==> config.mk <==
export PLATFORM = sky130hd
export DESIGN_NAME = ext_mem_host_port
export DESIGN_NICKNAME = d
export VERILOG_FILES = /design/src/rtl/ext_mem_pkg.sv /design/src/rtl/ext_phase_timer.sv /design/src/rtl/ext_mem_host_port.sv
export SDC_FILE = /design/constraint.sdc
export NUM_CORES = 1
export LEC_CHECK = 0
export ABC_AREA = 1
export CORE_AREA = 2 2 99 101
export CTS_BUF_LIST = sky130_fd_sc_hd__clkbuf_4 sky130_fd_sc_hd__clkbuf_8 sky130_fd_sc_hd__clkbuf_16
export CTS_CLUSTER_SIZE = 24
export DETAILED_ROUTE_END_ITERATION = 12
export DIE_AREA = 0 0 101 103
export PLACE_DENSITY = 0.79
export SYNTH_ARGS = -nofsm -noshare
export SYNTH_HDL_FRONTEND = slang
export SYNTH_HIERARCHICAL = 1
export SYNTH_SLANG_ARGS = --single-unit
==> constraint.sdc <==
create_clock -name clock -period 3.5 [get_ports clock]
set_input_delay 0.35 -clock clock [delete_from_list [all_inputs] [get_ports clock]]
set_output_delay 0.35 -clock clock [all_outputs]
set_load 0.1 [all_outputs]
==> src/rtl/ext_mem_pkg.sv <==
// Shared definitions for the external-memory host port.
// Defines:
//   op_e    - host command opcodes (IRAM write, DRAM write, DRAM read, reserved)
//   state_e - host port FSM states
//   ADDR_W_DEF / DATA_W_DEF - default address and data widths
//   PH_W    - width of the phase down-counter
package ext_mem_pkg;

  localparam int ADDR_W_DEF = 9;
  localparam int DATA_W_DEF = 16;
  localparam int PH_W       = 4;

  typedef enum logic [1:0] {
    OP_IRAM_WR = 2'b00,
    OP_DRAM_WR = 2'b01,
    OP_DRAM_RD = 2'b10,
    OP_RSVD    = 2'b11
  } op_e;

  typedef enum logic [2:0] {
    S_IDLE,
    S_SETUP,
    S_STROBE,
    S_HOLD,
    S_RDWAIT,
    S_RUN
  } state_e;

endpackage

==> src/rtl/ext_phase_timer.sv <==
// Loadable down-counter timing every timed FSM phase.
// Ports:
//   clock, reset_n - clock and async active-low reset
//   load, load_val - load the counter with (phase length - 1)
//   done           - counter has reached zero (last cycle of the phase)
// Holds at zero; never wraps.
module ext_phase_timer
  import ext_mem_pkg::*;
(
  input  logic            clock,
  input  logic            reset_n,
  input  logic            load,
  input  logic [PH_W-1:0] load_val,
  output logic            done
);

  logic [PH_W-1:0] cnt;

  always_ff @(posedge clock or negedge reset_n) begin
    if (!reset_n)        cnt <= '0;
    else if (load)       cnt <= load_val;
    else if (cnt != '0)  cnt <= cnt - 1'b1;
  end

  assign done = (cnt == '0);

endmodule

==> src/rtl/ext_mem_host_port.sv <==
// External memory host port: turns host commands into the timed
// address/data/strobe/read-enable/phase signals used by the multicore top.
// Ports:
//   clock, reset_n            - clock, async active-low reset
//   cmd_valid/cmd_ready       - host command handshake (ready only in IDLE)
//   cmd_op/core/addr/wdata    - command fields
//   run_req                   - level request to run the processor
//   rsp_valid/rsp_data        - read response (pulse / held data)
//   err                       - pulse on bad command (or verify mismatch)
//   run_active                - mirrors start
//   addr_ext, data_in_ins, data_in_dram, iram_write_ext, dram_write_ext,
//   read_en_ext, dram_rdata   - memory side of the top
//   start, start_2/3/4        - phase flags: run, IRAM load, DRAM load, readback
// Build option: EXT_WRITE_VERIFY_EN adds a read-back check after each DRAM write.
module ext_mem_host_port
  import ext_mem_pkg::*;
#(
  parameter int NUM_CORES  = 8,
  parameter int ADDR_W     = ADDR_W_DEF,
  parameter int DATA_W     = DATA_W_DEF,
  parameter int SETUP_CYC  = 2,
  parameter int STROBE_CYC = 4,
  parameter int HOLD_CYC   = 4,
  parameter int READ_LAT   = 5
) (
  input  logic                 clock,
  input  logic                 reset_n,
  input  logic                 cmd_valid,
  output logic                 cmd_ready,
  input  logic [1:0]           cmd_op,
  input  logic [2:0]           cmd_core,
  input  logic [ADDR_W-1:0]    cmd_addr,
  input  logic [DATA_W-1:0]    cmd_wdata,
  input  logic                 run_req,
  output logic                 rsp_valid,
  output logic [DATA_W-1:0]    rsp_data,
  output logic                 err,
  output logic                 run_active,
  output logic [ADDR_W-1:0]    addr_ext,
  output logic [DATA_W-1:0]    data_in_ins,
  output logic [DATA_W-1:0]    data_in_dram,
  output logic [NUM_CORES-1:0] iram_write_ext,
  output logic                 dram_write_ext,
  output logic                 read_en_ext,
  input  logic [DATA_W-1:0]    dram_rdata,
  output logic                 start,
  output logic                 start_2,
  output logic                 start_3,
  output logic                 start_4
);

  localparam logic [PH_W-1:0]      SU_V = PH_W'(SETUP_CYC - 1);
  localparam logic [PH_W-1:0]      ST_V = PH_W'(STROBE_CYC - 1);
  localparam logic [PH_W-1:0]      HD_V = PH_W'(HOLD_CYC - 1);
  localparam logic [PH_W-1:0]      RD_V = PH_W'(READ_LAT - 1);
  localparam logic [NUM_CORES-1:0] ONE  = NUM_CORES'(1);

  state_e          state;
  op_e             op_q;
  logic [2:0]      core_q;
  logic            tmr_load;
  logic [PH_W-1:0] tmr_val;
  logic            tmr_done;
`ifdef EXT_WRITE_VERIFY_EN
  logic            verify_q;
`endif

  op_e         cmd_op_e;
  logic [31:0] core_w;
  logic        hs;
  logic        cmd_bad;

  assign cmd_op_e = op_e'(cmd_op);
  // Widen before comparing so the range check stays meaningful for any NUM_CORES.
  assign core_w   = 32'(cmd_core);
  assign hs       = cmd_valid & cmd_ready;
  assign cmd_bad  = (cmd_op_e == OP_RSVD) ||
                    ((cmd_op_e == OP_IRAM_WR) && (core_w >= 32'(NUM_CORES)));
  assign run_active = start;

  // Timer is reloaded on the same edge that enters each timed state.
  always_comb begin
    tmr_load = 1'b0;
    tmr_val  = '0;
    case (state)
      S_IDLE: if (hs && !cmd_bad) begin
        tmr_load = 1'b1;
        tmr_val  = (cmd_op_e == OP_DRAM_RD) ? RD_V : SU_V;
      end
      S_SETUP:  if (tmr_done) begin tmr_load = 1'b1; tmr_val = ST_V; end
      S_STROBE: if (tmr_done) begin tmr_load = 1'b1; tmr_val = HD_V; end
`ifdef EXT_WRITE_VERIFY_EN
      S_HOLD:   if (tmr_done && op_q == OP_DRAM_WR) begin
        tmr_load = 1'b1;
        tmr_val  = RD_V;
      end
`endif
      default: ;
    endcase
  end

  ext_phase_timer u_timer (
    .clock    (clock),
    .reset_n  (reset_n),
    .load     (tmr_load),
    .load_val (tmr_val),
    .done     (tmr_done)
  );

  always_ff @(posedge clock or negedge reset_n) begin
    if (!reset_n) begin
      state          <= S_IDLE;
      op_q           <= OP_IRAM_WR;
      core_q         <= '0;
      cmd_ready      <= 1'b0;
      rsp_valid      <= 1'b0;
      rsp_data       <= '0;
      err            <= 1'b0;
      addr_ext       <= '0;
      data_in_ins    <= '0;
      data_in_dram   <= '0;
      iram_write_ext <= '0;
      dram_write_ext <= 1'b0;
      read_en_ext    <= 1'b0;
      start          <= 1'b0;
      start_2        <= 1'b0;
      start_3        <= 1'b0;
      start_4        <= 1'b0;
`ifdef EXT_WRITE_VERIFY_EN
      verify_q       <= 1'b0;
`endif
    end else begin
      err       <= 1'b0;
      rsp_valid <= 1'b0;
      case (state)
        S_IDLE: begin
          if (!cmd_ready) begin
            // First idle cycle out of reset: just raise ready.
            cmd_ready <= 1'b1;
          end else if (hs) begin
            if (cmd_bad) begin
              err <= 1'b1;
            end else begin
              op_q      <= cmd_op_e;
              core_q    <= cmd_core;
              addr_ext  <= cmd_addr;
              cmd_ready <= 1'b0;
              case (cmd_op_e)
                OP_IRAM_WR: begin
                  data_in_ins <= cmd_wdata;
                  start_2     <= 1'b1;
                  state       <= S_SETUP;
                end
                OP_DRAM_WR: begin
                  data_in_dram <= cmd_wdata;
                  start_3      <= 1'b1;
                  state        <= S_SETUP;
                end
                default: begin
                  read_en_ext <= 1'b1;
                  start_4     <= 1'b1;
                  state       <= S_RDWAIT;
                end
              endcase
            end
          end else if (run_req) begin
            // Commands take priority; run only starts on a cycle with no handshake.
            start     <= 1'b1;
            cmd_ready <= 1'b0;
            state     <= S_RUN;
          end
        end
        S_SETUP: if (tmr_done) begin
          if (op_q == OP_IRAM_WR) iram_write_ext <= ONE << core_q;
          else                    dram_write_ext <= 1'b1;
          state <= S_STROBE;
        end
        S_STROBE: if (tmr_done) begin
          iram_write_ext <= '0;
          dram_write_ext <= 1'b0;
          state          <= S_HOLD;
        end
        S_HOLD: if (tmr_done) begin
`ifdef EXT_WRITE_VERIFY_EN
          if (op_q == OP_DRAM_WR) begin
            verify_q    <= 1'b1;
            read_en_ext <= 1'b1;
            start_3     <= 1'b0;
            start_4     <= 1'b1;
            state       <= S_RDWAIT;
          end else begin
`else
          begin
`endif
            start_2   <= 1'b0;
            start_3   <= 1'b0;
            cmd_ready <= 1'b1;
            state     <= S_IDLE;
          end
        end
        S_RDWAIT: if (tmr_done) begin
          read_en_ext <= 1'b0;
          start_4     <= 1'b0;
          cmd_ready   <= 1'b1;
          state       <= S_IDLE;
`ifdef EXT_WRITE_VERIFY_EN
          if (verify_q) begin
            // Verify reads report only through err, never rsp_valid.
            verify_q <= 1'b0;
            err      <= (dram_rdata != data_in_dram);
          end else begin
`else
          begin
`endif
            rsp_data  <= dram_rdata;
            rsp_valid <= 1'b1;
          end
        end
        S_RUN: if (!run_req) begin
          start     <= 1'b0;
          cmd_ready <= 1'b1;
          state     <= S_IDLE;
        end
        default: state <= S_IDLE;
      endcase
    end
  end

endmodule

==> reports/qor.log, run 1 <==
[placement] minimum setup slack after placement 1160 ps
[finish] count of nets after finishing 599
[floorplanning] floorplan die area 10400 sq um
[yosys] Adder-Cell Fraction of Synth Area 0.337%
[sta] final hold violation count 0
[sta] maximum clock frequency 0.434 GHz
[global_route] wire length of the first global-routing pass 14300 um
[sta] post-route fraction of the period consumed by the critical path 65.9%
[sta] slew at the pin with the worst max-slew slack 1050 ps
[clocking] CTS H-Tree Depth 3
[yosys] average footprint of a synthesized cell 8.66 sq um
[worst_setup_path] Worst EP arrival 1960 ps
[floorplanning] number of rows in the core area 36
[finish] ratio of cells with drive above 1 in the final layout 6.51%
[placement] post-detailed-placement half-perimeter wirelength 6330 um
[drt] average via count per standard cell 4.73
[yosys] xor and xnor area share after synthesis 0.236%
[sta] Final Skew 8.38 ps
[clocking] Num Clock Sinks 85
[yosys] count of cell types in the netlist 26
[sta] total negative slack 0 ps
[yosys] async set or reset register ratio after synthesis 100%
[worst_setup_path] CP startpoint kind flop
[status] status complete, no violations
[clocking] Max Buffers Root-to-Sink 2
[sta] worst slew margin relative to its limit 29.8%
[floorplanning] y dimension of the die 103 um
[yosys] largest cells by area after synthesis sky130_fd_sc_hd__dfrtp_1, sky130_fd_sc_hd__nand2_1, sky130_fd_sc_hd__inv_1
[floorplanning] CORE AREA 9460 sq um
[yosys] area leader, netlist sky130_fd_sc_hd__dfrtp_1
[drt] Initial DRT Pass Iterations 4
[floorplanning] Top Ports 125
[clocking] cell chosen for the clock root sky130_fd_sc_hd__clkbuf_8
[placement] Port Buffers 124
[yosys] list of most frequent post-synthesis cells sky130_fd_sc_hd__nand2_1, sky130_fd_sc_hd__dfrtp_1, sky130_fd_sc_hd__inv_1
[finish] area overhead of the layout relative to synthesis 38.5%
[drt] number of routed nets with antenna violations 0
[worst_setup_path] worst-path cell chain clkdlybuf4s50_1
[clocking] number of buffers added for setup after CTS 0
[worst_setup_path] cell type of the slowest stage on the worst timing path sky130_fd_sc_hd__clkdlybuf4s50_1
[finish] final design utilization 54.4%
[drt] Detailed Route Iter0 Violations 127
[sta] min setup slack post-route 1190 ps
[finish] Antenna diodes 0
[yosys] area share of the largest cell type after synthesis 57.3%
[yosys] main combinational cell family by area after synthesis simple AND/OR/NAND/NOR gates
[floorplanning] die extent in x 101 um
[yosys] simple-gate share of the synthesized area 27.3%
[drt] via count 3154
[placement] weighted congestion reported at the end of routability-driven placement 0.802
[yosys] Post-Synthesis Cell Area 3710 sq um
[worst_setup_path] Crit. End Element output port
[global_route] largest net degree at the start of global routing 86
[placement] DP Cell Count 651
[drt] routed len/inst 13.0 um
[clocking] CTS-repair resized insts 0
[clocking] Clk Latency, worst-skew pair 360 ps
[yosys] complex-gate fraction of the synthesized area 6.54%
[worst_setup_path] Top delay family on crit path buffers and inverters
[yosys] multiplexer fraction of the synthesized cell area 0%
[yosys] sequential element share of the synthesized area 57.3%
[flow_run] max capacitance violation total 0
[global_route] GRT Residual Overflow 0
[clocking] TritonCTS clock tree yes
[drt] final wirelength 8660 um
[sta] total count of max-transition violations in the final report 0
[yosys] most instantiated flip-flop cell in the synthesis netlist sky130_fd_sc_hd__dfrtp_1
[worst_setup_path] buffers plus inverters on the worst setup path 1
[global_route] via count of the first global-routing pass 3214
[yosys] number of instances in the synthesized netlist 429
[worst_setup_path] Worst EP required 3150 ps
[worst_setup_path] critical path class reg -> out
[sta] count of endpoints failing setup in the final report 0
[sta] final critical delay including setup and external delays 2310 ps
[yosys] number of register bits inferred by synthesis 85
[clocking] TritonCTS buffer count 9
[yosys] number of synthesized flops with an enable pin 0
[clocking] CTS hold repair buffers 0
[drt] drt drc 0
[worst_hold_path] worst hold-check path type in -> async
[yosys] leading cell type by number of instances after synthesis sky130_fd_sc_hd__nand2_1
[global_route] gr usage total 17.7%
[finish] Cell Count, Final, Fillers Out 667
[yosys] Ys Warns 6
[floorplanning] effective utilization at floorplan 39.3%
[global_route] number of antenna violations at the first check in global routing 0
[sta] RSZ-0062 raised after global routing no
[worst_setup_path] critical path fanouts, max 6
[clocking] clock slew at the register clock pins of the worst setup and hold paths 90 ps
[yosys] Synthesized Nets 480
[worst_setup_path] largest stage delay on the critical path 1160 ps
[finish] filler cell count in the final layout 873
sequential cells by signal, indices dropped and copies added, names as in the netlist:
name / flops
addr_ext: 9
cmd_ready: 1
core_q: 3
data_in_dram: 16
data_in_ins: 16
dram_write_ext: 1
err: 1
iram_write_ext: 8
op_q: 2
rsp_data: 16
rsp_valid: 1
run_active: 1
start_2: 1
start_3: 1
start_4: 1
state: 3
u_timer/cnt: 4
final cells by class:
type | count | area, sq um | area share, %
multi-input cells | 286 | 1280 | 24.9
clock buffers | 9 | 124 | 2.41
clock inverters | 7 | 72.6 | 1.41
flip-flops and latches | 85 | 2130 | 41.4
well taps | 114 | 143 | 2.77
inverters | 42 | 158 | 3.07
repair buffers | 124 | 1240 | 24.1
cells by family (layout without fill, tap and decap cells):
group / count (synthesis) / after routing
simple gates: 236 / 236
flops: 85 / 85
buf+inv: 58 / 182
compound gates: 47 / 47
fa+ha+maj: 1 / 1
other cells: 1 / 1
xor+xnor: 1 / 1
cells in the final DEF (no fill, tap or decap), drive strengths merged, types with 2 or more instances in the layout:
master / count
clkinvlp: 2
clkdlybuf4s50: 123
clkbuf: 9
nand4: 4
clkinv: 2
inv: 44
nor3: 3
nor2: 15
o21ai: 47
nand2: 191
dfrtp: 85
nand3: 22
stage by stage:
step | hold WS, ps | instance area [sq um]
2_1_floorplan | 54.4 | 3710
3_3_place_gp | 461 | 4950
3_5_place_dp | 462 | 4950
4_1_cts | 213 | 5140
5_1_grt | 264 | 5140
6_report | 169 | 5140
final timing paths:
kind | startpoint | end | slack, ps | cells after the start
max | cmd_ready | cmd_ready | 1190 | 1
min | reset_n | err | 170 | 1
max reg2reg | u_timer/cnt[0] | u_timer/cnt[3] | 1430 | 13
min reg2reg | addr_ext[8] | addr_ext[8] | 480 | 2
max in group asynchronous | reset_n | rsp_data[4] | 2650 | 1
min in group clock | addr_ext[8] | addr_ext[8] | 480 | 2
per-layer routing:
layer | global-route usage [%] | wire length [um] | vias to the layer above
met5 | 0 | 0 | -
met4 | 8.00 | 114 | 0
met3 | 6.71 | 697 | 9
met2 | 29.2 | 4210 | 90
met1 | 20.8 | 3650 | 1484
li1 | - | - | 1571
Power of run 1 is left out: the tool's default activity adds up to more than one toggle a clock period on the data nets, which glitch-free logic cannot reach.
==> inputs of run 2 (changes only) <==
==> constraint.sdc (replaced) <==
create_clock -name clock -period 2.2 [get_ports clock]
set_input_delay 0.22 -clock clock [delete_from_list [all_inputs] [get_ports clock]]
set_output_delay 0.22 -clock clock [all_outputs]
set_load 0.1 [all_outputs]
==> run 2 against run 1 <==
Compared with the run above:
- cell area is 1.8% lower
- first-iteration DRC count fell by 32%
- die area did not move
- highest routed layer unchanged
- critical path depth rose by 12
- clock skew fell by 2.1 ps
- worst setup slack worse by 920 ps
- register-to-register slack worse by 1200 ps
- flip-flop and latch count unchanged
- count of clock-buffer cells in the layout did not move
- final cell count up 0.75%
- sequential share of layout area up 0.78 points
- via count decreased by 1.8%
==> reports/qor.log, run 2 (same netlist as run 1, synthesis figures left out) <==
[worst_setup_path] largest stage delay on the critical path 380 ps [-780 ps]
[drt] drt drc 0 [unchanged]
[sta] maximum clock frequency 0.520 GHz
[worst_setup_path] terminus of the critical flop-to-flop path u_timer/cnt[3]
[global_route] gr usage total 17.5% [-0.23 points]
[worst_setup_path] critical path class reg -> reg
[worst_setup_path] most repeated library cell on the critical path sky130_fd_sc_hd__inv_1
[drt] average via count per standard cell 4.61 [-2.5%]
[floorplanning] Top Ports 125 [unchanged]
[worst_setup_path] critical path fanouts, max 7 [+1]
[sta] Min Hold Slack 392 ps [+224 ps]
[flow_run] max capacitance violation total 0 [unchanged]
[clocking] Clk Latency, worst-skew pair 340 ps [-20 ps]
[sta] final critical delay including setup and external delays 1920 ps
[drt] final wirelength 8680 um [+0.17%]
[worst_setup_path] Top delay family on crit path simple AND/OR/NAND/NOR gates
[drt] routed len/inst 12.9 um [-0.57%]
[worst_setup_path] worst-path cell chain inv_1 > ha_1 > nand2_1 > inv_1 > inv_1 > nor3_4 > inv_1 > nand2_2 > inv_1 > nand2_1 > inv_1 > nand2_1 > nand2_1
[drt] number of routed nets with antenna violations 0 [unchanged]
[finish] count of nets after finishing 604 [+0.83%]
[worst_setup_path] endpoint of the worst setup timing path u_timer/cnt[3]
[worst_setup_path] reg2reg path depth 13 [unchanged]
[sta] final hold violation count 0 [unchanged]
[worst_hold_path] worst hold-check path type in -> async
[finish] Antenna diodes 0 [unchanged]
[finish] leading registers by flop count data_in_dram (16), data_in_ins (16), rsp_data (16)
[worst_setup_path] Worst EP required 2430 ps [-720 ps]
[floorplanning] CORE AREA 9460 sq um [unchanged]
[placement] post-detailed-placement half-perimeter wirelength 6500 um [+2.7%]
[sta] RSZ-0062 raised after global routing no
[global_route] via count of the first global-routing pass 3081 [-4.1%]
[finish] ratio of cells with drive above 1 in the final layout 21.0% [+14 points]
[sta] Final Skew 6.32 ps [-2.07 ps]
[placement] DP Cell Count 655 [+0.61%]
[worst_setup_path] Reg2Reg Setup Slack 280 ps [-1150 ps]
[worst_setup_path] r2r startpoint u_timer/cnt[0]
[floorplanning] y dimension of the die 103 um [unchanged]
[global_route] wire length of the first global-routing pass 14300 um [-0.29%]
[sta] total count of max-transition violations in the final report 0 [unchanged]
[clocking] cell chosen for the clock root sky130_fd_sc_hd__clkbuf_8
[drt] Detailed Route Iter0 Violations 86 [-32%]
[floorplanning] floorplan die area 10400 sq um [unchanged]
[global_route] GRT Residual Overflow 0 [unchanged]
[drt] via count 3097 [-1.8%]
[finish] most common cell after layout, fill and taps aside sky130_fd_sc_hd__nand2_1
[floorplanning] effective utilization at floorplan 39.3% [unchanged]
[clocking] TritonCTS buffer count 9 [unchanged]
[floorplanning] die extent in x 101 um [unchanged]
[placement] weighted congestion reported at the end of routability-driven placement 0.911 [+14%]
[sta] post-route fraction of the period consumed by the critical path 87.5%
[finish] Cell Count, Final, Fillers Out 672 [+0.75%]
[clocking] clock slew at the register clock pins of the worst setup and hold paths 80 ps [about the same]
[sta] count of endpoints failing setup in the final report 0 [unchanged]
[sta] total negative slack 0 ps [unchanged]
[sta] worst slew margin relative to its limit 62.0% [+32 points]
[clocking] CTS H-Tree Depth 3 [unchanged]
[status] status complete, no violations
[sta] slew at the pin with the worst max-slew slack 571 ps [-483 ps]
[global_route] number of antenna violations at the first check in global routing 0 [unchanged]
[drt] Initial DRT Pass Iterations 4 [unchanged]
[worst_setup_path] crit path launch u_timer/cnt[0]
[worst_setup_path] CP startpoint kind flop
[finish] most used cells in the layout excluding fill and tap cells sky130_fd_sc_hd__nand2_1, sky130_fd_sc_hd__dfrtp_1, sky130_fd_sc_hd__buf_4
[global_route] largest net degree at the start of global routing 44 [-49%]
[finish] area overhead of the layout relative to synthesis 36.0%
[clocking] Num Clock Sinks 85 [unchanged]
[clocking] TritonCTS clock tree yes
[floorplanning] number of rows in the core area 36 [unchanged]
[worst_setup_path] cell type of the slowest stage on the worst timing path sky130_fd_sc_hd__dfrtp_1
[worst_setup_path] Crit. End Element flop
[placement] Port Buffers 124 [unchanged]
[clocking] Max Buffers Root-to-Sink 2 [unchanged]
[worst_setup_path] buffers plus inverters on the worst setup path 6 [+5]
[worst_setup_path] Worst EP arrival 2160 ps [+200 ps]
[worst_setup_path] path length in cells of the critical path 13 [+12]
==> run 2: cell count changes in the layout (fill, tap and decap cells not counted) <==
cell                              before  now
sky130_fd_sc_hd__buf_12                0    2
sky130_fd_sc_hd__buf_4                 1   78
sky130_fd_sc_hd__bufinv_16             1    2
sky130_fd_sc_hd__clkdlybuf4s50_1     123   48
sky130_fd_sc_hd__clkinv_2              2    1
sky130_fd_sc_hd__clkinv_4              0    2
sky130_fd_sc_hd__clkinvlp_4            2    1
sky130_fd_sc_hd__dfrtp_1              85   84
sky130_fd_sc_hd__dfrtp_2               0    1
sky130_fd_sc_hd__dlygate4sd3_1         0    1
sky130_fd_sc_hd__inv_6                 2    1
sky130_fd_sc_hd__nand2_1             187  186
sky130_fd_sc_hd__nand2_2               3    4
==> run 2: how the worst min path moves through the flow <==
stage	from	endpoint	slack, ps	cells past startpoint
CTS	dram_rdata[12]	rsp_data[12]	380	3
global route	cmd_addr[5]	addr_ext[5]	380	3
floorplan	reset_n	addr_ext[0]	-80	0
finish	reset_n	err	390	2
detailed placement	reset_n	err	260	1
global placement	reset_n	start_3	250	1
==> run 2: timing repair <==
action,CTS,global route
setup endpoints to repair,0,3
hold buffers,1,0
hold endpoints to repair,42,0
setup buffers,0,0
gates resized for setup,0,1
==> run 2: worst reg2reg max path, cell delays in order, from the launching register on <==
cell                      delay, ps
sky130_fd_sc_hd__dfrtp_1        380
sky130_fd_sc_hd__inv_1          100
sky130_fd_sc_hd__ha_1           220
sky130_fd_sc_hd__nand2_1        100
sky130_fd_sc_hd__inv_1          100
sky130_fd_sc_hd__inv_1           90
sky130_fd_sc_hd__nor3_4         280
sky130_fd_sc_hd__inv_1          120
sky130_fd_sc_hd__nand2_2        120
sky130_fd_sc_hd__inv_1           80
sky130_fd_sc_hd__nand2_1         80
sky130_fd_sc_hd__inv_1           40
sky130_fd_sc_hd__nand2_1         50
sky130_fd_sc_hd__nand2_1         50
==> run 2: area by class of cell <==
cell class | count | area (sq um)
multi-input cells | 286 | 1280
flip-flops and latches | 85 | 2130
repair buffers | 129 | 1120
fillers | 869 | 4410
clock buffers | 9 | 124
inverters | 42 | 158
well taps | 114 | 143
clock inverters | 7 | 98.8
==> run 2: layer usage <==
layer  part of all wire [%]  global-route usage (%)
met5                      0                       0
met4                   0.96                    6.96
met2                     47                    28.4
met1                     45                    22.0
met3                    7.2                    5.49
==> run 2: metrics by stage <==
stage | setup slack (ps) | cell area (sq um) | util, %
floorplan | 227 | 3710 | -
global placement | 307 | 4810 | 50.9
detailed placement | 211 | 4810 | 50.9
CTS | 214 | 5050 | 53.4
global route | 6.85 | 5050 | 53.4
finish | 276 | 5050 | 53.4
Power of run 2 is left out for the same reason.
==> inputs of run 3 (changes only) <==
--- a/config.mk
+++ b/config.mk
@@ -6,6 +6,7 @@
 export NUM_CORES = 1
 export LEC_CHECK = 0
 export ABC_AREA = 1
+export CAP_MARGIN = 10
 export CORE_AREA = 2 2 99 101
 export CTS_BUF_LIST = sky130_fd_sc_hd__clkbuf_4 sky130_fd_sc_hd__clkbuf_8 sky130_fd_sc_hd__clkbuf_16
 export CTS_CLUSTER_SIZE = 24
==> results of run 3 <==
No change in the layout: final DEF, timing and power equal those of run 2.
Power of run 3 is left out for the same reason.
==> RTL change 1, RTL diff (config.mk and constraints of run 3) <==
Encoding of `state_e`: now one-hot (6 bits for 6 states).
--- a/src/rtl/ext_mem_pkg.sv
+++ b/src/rtl/ext_mem_pkg.sv
@@ -19,9 +19,9 @@
 
-  typedef enum logic [2:0] {
-    S_IDLE,
-    S_SETUP,
-    S_STROBE,
-    S_HOLD,
-    S_RDWAIT,
-    S_RUN
+  typedef enum logic [5:0] {
+    S_IDLE   = 6'b000001,
+    S_SETUP  = 6'b000010,
+    S_STROBE = 6'b000100,
+    S_HOLD   = 6'b001000,
+    S_RDWAIT = 6'b010000,
+    S_RUN    = 6'b100000
   } state_e;
Check against the original RTL: same outputs for any inputs over 4 cycles, from zero or initial values and one cycle with reset_n low; so few cycles prove little.
==> RTL change 1 against run 3 <==
Critical path depth down 3. Synthesized area is 8.6% higher. Sequential cell count rose by 3. Synthesized cell count up 12%. Design area grew 6.2%. Setup slack better by 0.034 ns. Wire length up 9.0%.
Power is left out: the tool's default activity adds up to more than one toggle a clock period on the data nets, which glitch-free logic cannot reach.
==> RTL change 1: results (changes against run 3) <==
Yosys:
- The main flop type after synthesis is dfrtp_1 (unchanged).
- Main area contributors after synthesis: dfrtp_1, nand2_1, inv_1, nand3_1, o21ai_1 (was dfrtp_1, nand2_1, inv_1, o21ai_0, buf_6).
- The fraction of the yosys area taken by sequential cells is 54.7% (was 57.3%).
- The post-synthesis cell type count is 35 (was 26).
- The net count after synthesis is 532 (was 480).
- The fraction of synthesis flops using an asynchronous set or reset pin came to 100% (unchanged).
- Most common library cells after synthesis: nand2_1, dfrtp_1, inv_1, nand3_1, nor2_1 (was nand2_1, dfrtp_1, inv_1, o21ai_0, nand3_1).
- The total of warnings raised by yosys came to 6 (unchanged).

Place:
- The weighted congestion reported at the end of routability-driven placement is 0.899 (was 0.911).
- The placed wire-length estimate after detailed placement was 7.05 mm (was 6.50 mm).
- The number of input and output port buffers inserted is 124 (unchanged).

Route:
- The count of TritonRoute iterations in the first routing pass is 4 (unchanged).
- The average wire length per cell after detail routing was 13.0 um (was 12.9 um).
- The met2 routed wirelength came to 4.60 mm (was 4.09 mm).
- The per-cell via count in the routed design is 4.78 (was 4.61).
- The uppermost layer routed is met4 (unchanged).
- The routed length on met3 is 480 um (was 628 um).
- The number of DRC markers after the initial detailed-route iteration is 143 (was 86).
- The routed length on met1 is 4.16 mm (was 3.87 mm).

Worst setup path:
- The critical-path maximum fanout is 6 (was 7).
- The critical-path cell with the highest stage delay is dfrtp_1 (unchanged).
- The data arrival time of the critical path is 2.19 ns (was 2.16 ns).

Layout:
- The final-layout fill cell count is 854 (was 869).
- The number of nets in the layout is 660 (was 604).
- The count of inserted antenna diode cells is 0 (unchanged).
- Largest regs: data_in_dram (16), data_in_ins (16), rsp_data (16) (unchanged).
- The fraction of layout cells with a size suffix above 1 came to 21.2% (was 21.0%).

Global route:
- The routing usage on met1 is 23.8% (was 22.0%).
- The largest net degree at the start of global routing is 47 (was 44).
- The overall track demand over capacity in global routing was 19.2% (was 17.5%).
- The initial antenna violation count was 0 (unchanged).
- The global-route wire length before repair is 15.7 mm (was 14.3 mm).
- The global routing met3 resource utilization is 3.80% (was 5.49%).
- The number of global-route vias before repair is 3420 (was 3081).
- The global-route track usage on met2 is 32.2% (was 28.4%).

Clocking:
- The buffer depth of the longest clock path is 2 (unchanged).
- The clock buffer count from CTS is 9 (unchanged).
- The clock latency of the later-clocked register in the worst-skew pair is 0.35 ns.
- The clock-pin slew reported for the worst setup and hold paths after clock tree synthesis came to 0.08 ns (about the same).

STA:
- The max-slew headroom at the worst pin is 60.2% (was 62.0%).
- The final worst clock skew is 0.00731 ns (was 0.00632 ns).

Outcome:
- Outcome: completed (unchanged).

Worst hold path:
- The type of the most critical hold path is input pin to flop (was input pin to async pin).
## RTL change 1: what timing repair did
item                                   4_1_cts  5_1_grt
setup buffers                                0        0
hold buffers                                 1        0
gates resized for setup                      0        0
endpoints found under the hold margin       44        0
## RTL change 1: final cells by class
type | instances | share of cell area [%]
Clock buffer | 10 | 2.45
Clock inverter | 4 | 0.887
Timing Repair Buffer | 132 | 21.0
Inverter | 67 | 4.83
Tap cell | 114 | 2.66
Sequential cell | 88 | 41.1
Multi-Input combinational cell | 311 | 27.1
## RTL change 1: final timing paths
| check | endpoint | slack (ns) | depth (start not counted) | startpoint |
|---|---|---|---|---|
| max | state[4] | 0.31 | 10 | u_timer/cnt[0] |
| min | rsp_data[1] | 0.39 | 3 | dram_rdata[1] |
| max reg2reg | state[4] | 0.31 | 10 | u_timer/cnt[0] |
| min reg2reg | data_in_ins[13] | 0.48 | 2 | data_in_ins[13] |
| max in group asynchronous | state[0] | 1.13 | 3 | reset_n |
| min in group asynchronous | data_in_dram[6] | 0.42 | 2 | reset_n |
## RTL change 1: logic make-up after synthesis
family                     synth area share, %
AOI/OAI and AO/OA                         5.68
xor gates and xnor gates                 0.217
adders and majority gates                0.310
buffers and inverters                     9.34
DFF                                       54.7
other                                   0.0930
and+or+nand+nor                           29.7
## RTL change 1: stage by stage
| stage | setup slack [ns] | util [%] | std cells | area (um^2) |
|---|---|---|---|---|
| 2_1_floorplan | 0.244 | - | 481 | 4030 |
| 3_3_place_gp | 0.347 | 54.7 | 711 | 5170 |
| 3_5_place_dp | 0.204 | 54.7 | 711 | 5170 |
| 4_1_cts | 0.328 | 56.7 | 726 | 5360 |
| 5_1_grt | 0.126 | 56.7 | 726 | 5360 |
| 6_report | 0.310 | 56.7 | 726 | 5360 |
==> RTL change 2, RTL diff (settings of run 3) <==
Without the edit above. Change the package constant `PH_W` from 4 to 6.
--- a/src/rtl/ext_mem_pkg.sv
+++ b/src/rtl/ext_mem_pkg.sv
@@ -10,3 +10,3 @@
   localparam int DATA_W_DEF = 16;
-  localparam int PH_W       = 4;
+  localparam int PH_W       = 6;
 
Check against the original RTL: no difference found for any inputs over 4 cycles, from zero or initial values and one cycle with reset_n low; that may be too few to reach the edited logic, so the function may still have changed.
==> RTL change 2 against run 3 <==
Synthesized area is 4.6% higher. Sequential cell count rose by 2. Maximum frequency decreased by 3.8%. Setup slack worse by 0.077 ns. Sequential share of layout area down 0.43 points. Clock skew shrank 0.0010 ns. Design area is 3.4% higher. Synthesized cell count rose by 4.9%. Wire length grew 1.2%. Die area did not move. Critical endpoint is now u_timer/cnt[5].
Power is not shown: default switching activity piles up to over one toggle a cycle in this logic, so the estimate is an artifact.
==> RTL change 2: results (changes against run 3) <==
Global route:
- The global routing met3 resource utilization was 4.00% (was 5.49%).
- The initial antenna violation count is 0 (unchanged).
- The routing usage on met1 is 21.5% (was 22.0%).
- The global-route wire length before repair is 14.3 mm (about the same).
- The overall track demand over capacity in global routing is 17.6% (was 17.5%).
- The number of global-route vias before repair is 3177 (was 3081).
- The largest net degree at the start of global routing came to 42 (was 44).
- The global-route track usage on met2 is 29.6% (was 28.4%).

Outcome:
- Outcome: completed (unchanged).

Yosys:
- The total of warnings raised by yosys is 6 (unchanged).
- Most common library cells after synthesis: nand2_1, dfrtp_1, inv_1, o21ai_0, o21ai_1 (was nand2_1, dfrtp_1, inv_1, o21ai_0, nand3_1).
- Main area contributors after synthesis: dfrtp_1, nand2_1, inv_1, o21ai_0, o21ai_1 (was dfrtp_1, nand2_1, inv_1, o21ai_0, buf_6).
- The post-synthesis cell type count is 28 (was 26).
- The main flop type after synthesis is dfrtp_1 (unchanged).
- The fraction of the yosys area taken by sequential cells is 56.1% (was 57.3%).

STA:
- The final worst clock skew was 0.00529 ns (was 0.00632 ns).

Clocking:
- The buffer depth of the longest clock path came to 2 (unchanged).
- The maximum level of the CTS H-tree is 3 (unchanged).
- The post-CTS setup repair buffer count was 0 (unchanged).
- The CTS root buffer is clkbuf_8 (unchanged).
- The clock-pin slew reported for the worst setup and hold paths after clock tree synthesis is 0.08 ns (about the same).
- The clock latency of the later-clocked register in the worst-skew pair is 0.35 ns.
- The clock buffer count from CTS is 9 (unchanged).

Worst setup path:
- The worst reg-to-reg setup slack is 0.20 ns (was 0.28 ns).
- The largest stage delay on the critical path is 0.40 ns (was 0.38 ns).
- The data arrival time of the critical path came to 2.25 ns (was 2.16 ns).
- The family of cells with the greatest summed delay on the critical path is simple AND/OR/NAND/NOR gates (unchanged).
- The kind of launch point of the worst setup path is a flop (unchanged).
- The critical-path maximum fanout is 9 (was 7).
- The number of cells traversed by the worst register-to-register path is 15 (was 13).
- The critical-path cell with the highest stage delay is dfrtp_1 (unchanged).

Route:
- The total wirelength of the detailed-routed design is 8.79 mm (was 8.68 mm).
- The number of DRC markers after the initial detailed-route iteration is 120 (was 86).
- The count of TritonRoute iterations in the first routing pass is 4 (unchanged).
- The number of vias in the routed layout came to 3306 (was 3097).

Worst hold path:
- The type of the most critical hold path is input pin to async pin (unchanged).

Flow run:
- The reported max-cap violation count was 0 (unchanged).

Place:
- The placed wire-length estimate after detailed placement was 6.64 mm (was 6.50 mm).
- The weighted congestion reported at the end of routability-driven placement is 0.917 (was 0.911).
- The number of input and output port buffers inserted was 124 (unchanged).

Layout:
- Largest regs: data_in_dram (16), data_in_ins (16), rsp_data (16) (unchanged).
- The number of nets in the layout is 631 (was 604).
- The count of inserted antenna diode cells is 0 (unchanged).
- The fraction of layout cells with a size suffix above 1 is 21.3% (was 21.0%).
==> RTL change 2: worst paths after layout <==
kind	start	endpoint
worst min-delay path	reset_n	addr_ext[8]
worst max-delay path	u_timer/cnt[1]	u_timer/cnt[5]
max in group asynchronous	reset_n	rsp_data[15]
min in group clock	cmd_addr[6]	addr_ext[6]
worst max register to register	u_timer/cnt[1]	u_timer/cnt[5]
worst min register to register	addr_ext[5]	addr_ext[5]
==> RTL change 2: what timing repair did <==
item	CTS	global route
gates resized for setup	0	3
hold endpoints to repair	22	0
hold buffers	1	0
endpoints found under the setup margin	0	12
==> RTL change 2: layout make-up <==
cell class                      count  area [um^2]
Inverter                           43          161
Fill cell                         870         4240
Sequential cell                    87         2180
Multi-Input combinational cell    305         1400
Clock buffer                       12          159
Clock inverter                      1         30.0
Tap cell                          114          143
Timing Repair Buffer              133         1150
==> RTL change 2: metrics by stage <==
| stage | instances | util (%) | cell area, um^2 | hold slack [ns] | setup slack (ns) |
|---|---|---|---|---|---|
| 4_1_cts | 695 | 55.1 | 5210 | 0.293 | 0.0872 |
| 5_1_grt | 695 | 55.2 | 5220 | 0.313 | 0.0225 |
| 2_1_floorplan | 452 | - | 3890 | -0.0756 | 0.193 |
| 3_3_place_gp | 681 | 53.0 | 5010 | 0.141 | 0.268 |
| 6_report | 695 | 55.2 | 5220 | 0.300 | 0.199 |
| 3_5_place_dp | 681 | 53.0 | 5010 | 0.142 | 0.0993 |
==> RTL change 2: cell families (layout without fill, tap and decap cells) <==
logic type / count (synthesis) / in the layout / synth area share, %
DFF: 87 / 87 / 56.1
xor gates and xnor gates: 1 / 1 / 0.226
other: 1 / 3 / 0.0966
AOI/OAI and AO/OA: 47 / 47 / 6.25
buffers and inverters: 60 / 189 / 8.18
and+or+nand+nor: 252 / 252 / 28.5
adders and majority gates: 2 / 2 / 0.644
==> RTL change 2: worst register-to-register path, cell delays in order (launching register included) <==
cell and delay, ns:
dfrtp_1 0.40, inv_1 0.12, ha_1 0.17, inv_1 0.07, nor2_4 0.11, nand3_2 0.09, inv_1 0.11, inv_1 0.10
nor3_4 0.20, inv_1 0.12, nand2_4 0.11, inv_1 0.08, nand2_2 0.08, inv_2 0.04, nand2_1 0.05, nand2_1 0.05
==> RTL change 2: routing by layer <==
layer | share of wire, % | vias up | routed length, um
met4 | 2.3 | 0 | 198
met5 | 0 | - | 0
met3 | 5.5 | 15 | 484
met2 | 50 | 96 | 4380
li1 | - | 1648 | -
met1 | 42 | 1547 | 3730
